==> config.mk <==
export PLATFORM = sky130hd
export DESIGN_NAME = peripheral_ahb4_mem_bridge
export DESIGN_NICKNAME = d
export VERILOG_FILES = /design/src/rtl/peripheral_ahb4_pkg.sv /design/src/rtl/peripheral_ahb4_be_decode.sv /design/src/rtl/peripheral_ahb4_mem_bridge.sv
export SDC_FILE = /design/constraint.sdc
export NUM_CORES = 1
export LEC_CHECK = 0
export ABC_AREA = 1
export CAP_MARGIN = 20
export CORE_ASPECT_RATIO = 2
export CORE_MARGIN = 1
export CORE_UTILIZATION = 33
export DETAILED_ROUTE_END_ITERATION = 16
export PLACE_DENSITY_LB_ADDON = 0.08
export SLEW_MARGIN = 30
export SYNTH_ARGS = -nofsm -noshare
export SYNTH_HDL_FRONTEND = slang
export SYNTH_SLANG_ARGS = --single-unit
==> constraint.sdc <==
create_clock -name HCLK -period 1.9 [get_ports HCLK]
set_input_delay 0.285 -clock HCLK [delete_from_list [all_inputs] [get_ports HCLK]]
set_output_delay 0.285 -clock HCLK [all_outputs]
set_load 0.01 [all_outputs]
==> src/rtl/peripheral_ahb4_pkg.sv <==
// Shared AHB4 peripheral definitions: bus widths and signal encodings.
package peripheral_ahb4_pkg;

    localparam int unsigned HADDR_SIZE = 32;
    localparam int unsigned HDATA_SIZE = 32;

    localparam logic [1:0] HTRANS_IDLE   = 2'b00;
    localparam logic [1:0] HTRANS_BUSY   = 2'b01;
    localparam logic [1:0] HTRANS_NONSEQ = 2'b10;
    localparam logic [1:0] HTRANS_SEQ    = 2'b11;

    localparam logic [2:0] HSIZE_BYTE  = 3'b000;
    localparam logic [2:0] HSIZE_HWORD = 3'b001;
    localparam logic [2:0] HSIZE_WORD  = 3'b010;

    localparam logic [2:0] HBURST_SINGLE = 3'b000;
    localparam logic [2:0] HBURST_INCR   = 3'b001;

    localparam logic HRESP_OKAY  = 1'b0;
    localparam logic HRESP_ERROR = 1'b1;

endpackage

==> src/rtl/peripheral_ahb4_be_decode.sv <==
// Byte-enable and alignment decode for one AHB beat on a 32-bit bus.
module peripheral_ahb4_be_decode
    import peripheral_ahb4_pkg::*;
(
    input  logic [1:0] haddr,
    input  logic [2:0] hsize,
    output logic [3:0] be,
    output logic       err
);

    // Lane select per transfer size; misaligned or oversized beats flag err.
    always_comb begin
        be  = 4'b0000;
        err = 1'b0;
        case (hsize)
            HSIZE_BYTE: begin
                be = 4'b0001 << haddr;
            end
            HSIZE_HWORD: begin
                be  = 4'b0011 << {haddr[1], 1'b0};
                err = haddr[0];
            end
            HSIZE_WORD: begin
                be  = 4'b1111;
                err = (haddr != 2'b00);
            end
            default: begin
                err = 1'b1;
            end
        endcase
    end

endmodule

==> src/rtl/peripheral_ahb4_mem_bridge.sv <==
// AHB4 slave to simple req/ack word memory bridge with error response.
module peripheral_ahb4_mem_bridge
    import peripheral_ahb4_pkg::*;
#(
    parameter int unsigned HADDR_SIZE    = peripheral_ahb4_pkg::HADDR_SIZE,
    parameter int unsigned HDATA_SIZE    = peripheral_ahb4_pkg::HDATA_SIZE,
    parameter int unsigned MEM_ADDR_SIZE = 10
) (
    input  logic                     HCLK,
    input  logic                     HRESET,
    input  logic                     HSEL,
    input  logic [HADDR_SIZE-1:0]    HADDR,
    input  logic [HDATA_SIZE-1:0]    HWDATA,
    output logic [HDATA_SIZE-1:0]    HRDATA,
    input  logic                     HWRITE,
    input  logic [2:0]               HSIZE,
    input  logic [2:0]               HBURST,
    input  logic [3:0]               HPROT,
    input  logic [1:0]               HTRANS,
    input  logic                     HMASTLOCK,
    input  logic                     HREADY,
    output logic                     HREADYOUT,
    output logic                     HRESP,
    output logic                     mem_req,
    output logic                     mem_we,
    output logic [MEM_ADDR_SIZE-1:0] mem_addr,
    output logic [3:0]               mem_be,
    output logic [31:0]              mem_wdata,
    input  logic [31:0]              mem_rdata,
    input  logic                     mem_ack
);

    typedef enum logic [2:0] {
        ST_IDLE,
        ST_ACCESS,
        ST_DONE,
        ST_ERR1,
        ST_ERR2
    } state_t;

    state_t     state_q;
    state_t     state_d;
    logic       addr_phase;
    logic       accept;
    logic [3:0] dec_be;
    logic       dec_err;
    logic       unused_inputs;

    // Burst, protection and lock carry no meaning for this memory.
    assign unused_inputs = ^{HBURST, HPROT, HMASTLOCK, HADDR};

    // A valid address phase offered to this slave.
    assign addr_phase = HSEL && HREADY &&
                        ((HTRANS == HTRANS_NONSEQ) || (HTRANS == HTRANS_SEQ));

    // Write data is passed straight through during the data phase.
    assign mem_wdata = 32'(HWDATA);

    peripheral_ahb4_be_decode u_be_decode (
        .haddr (HADDR[1:0]),
        .hsize (HSIZE),
        .be    (dec_be),
        .err   (dec_err)
    );

    // State register.
    always_ff @(posedge HCLK or posedge HRESET) begin
        if (HRESET) begin
            state_q <= ST_IDLE;
        end else begin
            state_q <= state_d;
        end
    end

    // Next state and state-decoded bus/memory handshake outputs.
    always_comb begin
        state_d   = state_q;
        accept    = 1'b0;
        HREADYOUT = 1'b1;
        HRESP     = HRESP_OKAY;
        mem_req   = 1'b0;
        case (state_q)
            ST_IDLE, ST_DONE: begin
                accept  = addr_phase;
                state_d = accept ? (dec_err ? ST_ERR1 : ST_ACCESS) : ST_IDLE;
            end
            ST_ERR2: begin
                HRESP   = HRESP_ERROR;
                accept  = addr_phase;
                state_d = accept ? (dec_err ? ST_ERR1 : ST_ACCESS) : ST_IDLE;
            end
            ST_ACCESS: begin
                HREADYOUT = 1'b0;
                mem_req   = 1'b1;
                if (mem_ack) begin
                    state_d = ST_DONE;
                end
            end
            ST_ERR1: begin
                HREADYOUT = 1'b0;
                HRESP     = HRESP_ERROR;
                state_d   = ST_ERR2;
            end
            default: begin
                state_d = ST_IDLE;
            end
        endcase
    end

    // Transfer attributes captured at accept, held through the access.
    always_ff @(posedge HCLK or posedge HRESET) begin
        if (HRESET) begin
            mem_we   <= 1'b0;
            mem_addr <= '0;
            mem_be   <= 4'b0000;
        end else if (accept) begin
            mem_we   <= HWRITE;
            mem_addr <= HADDR[MEM_ADDR_SIZE+1:2];
            mem_be   <= dec_be;
        end
    end

    // Read data register, loaded only on a read completion.
    always_ff @(posedge HCLK or posedge HRESET) begin
        if (HRESET) begin
            HRDATA <= '0;
        end else if ((state_q == ST_ACCESS) && mem_ack && !mem_we) begin
            HRDATA <= HDATA_SIZE'(mem_rdata);
        end
    end

endmodule

==> results.tsv <==
metric	value	unit
final net count	462	
Gate Count Post-Synth	274	
final hold violation count	0	
final RePlAce weighted congestion	0.7281	
number of flops mapped to enable cells by yosys	0	
portion of the post-synthesis area used by sequential elements	50.05	%
number of port buffers	103	
unique cell type count in the Yosys netlist	16	
total cell area at the placement stage	3367	µm²
most used standard cells in the synthesized netlist	nand2_1, dfrtp_1, inv_1	
fill cell count	717	
number of setup violations in the final report	0	
Worst Hold Class	primary input to async pin	
top cell type's share of synthesized area	50.05	%
syn_nets	389	
final setup skew	0.004289	ns
wire length of the first global-routing pass	8.983	mm
element type at the critical path start	register	
largest family of logic cells by synthesized area	buffers and inverters	
Total Wirelength	5.479	mm
ports placed on the boundary	197	
number of global-route vias before repair	1839	
total instance count after detailed placement	432	
buffer depth of the longest clock path	2	
Register Area	1251	µm²
main area contributors after synthesis	dfrtp_1, nand2_1, o21ai_2, buf_4, inv_1	
# rows	44	
number of cell instances on the worst register-to-register path	7	
multiplexer share of the synthesized area	0	%
clock network latency to the later pin of the worst-skew pair	0.29	ns
die width	63.55	µm
number of synthesis warnings	0	
compound-cell area share of the yosys netlist	12.56	%
ANT cells	0	
placed wire-length estimate	3.972	mm
status	completed	
Period minus WS final	1.782	ns
Fmax achieved	561.0	MHz
floorplan die height	125.1	µm
most used flip-flop cell after synthesis	dfrtp_1	
cell type with the highest aggregate area in the netlist	dfrtp_1	
data arrival time of the critical path	1.50	ns
Die Footprint	7949	µm²
CTS tree	done	
antenna viol nets, final	0	
max-cap viol count	0	
layout cell share with drive strength beyond 1	14.66	%
post-route insts no fill	440	
Max Slew Vio Count	0	
post-cts hold buffer count	0	
routed via count	1885	
worst max-slew margin expressed relative to the limit	77.10	%
leak pwr	1.729	nW
starting density of the core	34.40	%
synthesized-area fraction occupied by and/or/nand/nor cells	17.62	%
synthesized-area fraction occupied by xor and xnor cells	0	%
routed via count divided by cell count	4.284	
post-route cell area	3536	µm²
drt first-iter violations	84	
CTS Sinks	50	
pin count of the biggest net entering global routing	65	
remaining global-route overflow	0	
Core Region	7267	µm²
1st-pass router iterations	4	
detailed-route DRC error count	0	
Clock H-tree levels	2	
unrepaired setup endpoints after global routing	no	
final sum of negative setup slack	0	ns
routed wire length per instance	12.45	µm
endpoint type of the worst setup path	output port	
average cell area after synthesis	9.124	µm²
transition at the pin with the smallest max-transition slack	0.3434	ns
area used by multi-input combinational logic	754.5	µm²
Power Density	1220	nW/µm²
data required time at the worst endpoint	1.62	ns
Period Utilization, post-route	93.81	%
critical path peak fanout	4	
WS Path Type	register to output port	
share of flip-flops with an asynchronous set or reset after synthesis	100.0	%
count of state elements after synthesis	50	
flop2flop setup slack	0.63	ns
cts bufs inserted	5	
Layout Area Growth over Synthesis	41.44	%
GRT Overall Usage	14.72	%
clock-pin slew on the worst setup and hold paths	0.06	ns
library cell with the highest instance count after synthesis	nand2_1	
Max rail drop VDD	0.0005654	V
number of antenna violations at the first check in global routing	0	
Clock Tree Root	clkbuf_16	
summed instance area of the synthesized netlist	2500	µm²
post-synthesis share of cell area spent on full adders, half adders and majority gates	0	%
metal layers:
layer	vias to the layer above	wire length (µm)	global-route usage, %
met3	10	342	3.558
met2	71	2923	26.03
met1	859	2093	15.73
li1	945	-	-
met4	0	119	7.620
met5	-	0	0
where the power goes:
| group | switching [W] | total [W] | internal [W] |
|---|---|---|---|
| Combinational | 0.000692 | 0.00169 | 0.000993 |
| Sequential | 0.000204 | 0.00165 | 0.00145 |
| Clock | 0.000380 | 0.000977 | 0.000596 |
layout by cell type (no fill, tap or decap), types with 3 or more instances in the layout:
master           netlist  routed
o21ai_2               33      33
o21ai_0                3       3
nand4_1                4       4
nand3_1                9       9
clkdlybuf4s50_1        0     102
nand2_1               81      81
inv_1                 42      41
clkbuf_16              0       5
clkbuf_8               0       3
nor2_1                 4       4
dfrtp_1               50      50
state kept, by name (all words and copies together), names as in the netlist:
| name | cells |
|---|---|
| state_q | 3 |
| mem_be | 4 |
| mem_addr | 10 |
| HRDATA | 32 |
| mem_we | 1 |
repair_timing:
action                                  CTS  global route
resized for setup                         0             1
endpoints found under the setup margin    0             1
setup buffers                             0             0
layout make-up:
class                   count  area share, %
flip-flops and latches     50          35.39
repair buffers            106          30.57
multi-input cells         140          21.34
inverters                  44          4.742
clock buffers               8          4.706
well taps                  92          3.255
worst paths after layout:
kind | from | endpoint
min in group HCLK | mem_addr[9] | mem_addr[9]
max reg2reg | state_q[2] | HRDATA[24]
min reg2reg | mem_addr[9] | mem_addr[9]
max in group asynchronous | HRESET | HRDATA[25]
min | HRESET | HRDATA[8]
max | state_q[2] | mem_req
critical path, stage by stage, from the launching register on:
cell,delay (ns)
dfrtp_1,0.38
inv_2,0.09
nand2_4,0.06
nor2_4,0.12
clkdlybuf4s50_1,0.55
metrics by stage:
| stage | power [W] | setup slack, ns | utilization [%] | hold slack [ns] |
|---|---|---|---|---|
| final | 0.004314 | 0.1176 | 48.66 | 0.3510 |
| after floorplan | 0.002453 | 0.4138 | - | 0.3928 |
| after global routing | 0.004604 | 0.06773 | 48.66 | 0.3987 |
| after CTS | 0.004406 | 0.07535 | 48.62 | 0.3651 |
| after global placement | 0.003362 | 0.3549 | 46.33 | 0.4522 |
| after detailed placement | 0.003386 | 0.3731 | 46.33 | 0.4602 |
cells by family after synthesis:
| kind of cell | after synthesis |
|---|---|
| simple gates | 102 |
| buf+inv | 84 |
| flops | 50 |
| compound gates | 38 |
(Power assumes the default switching activity.)
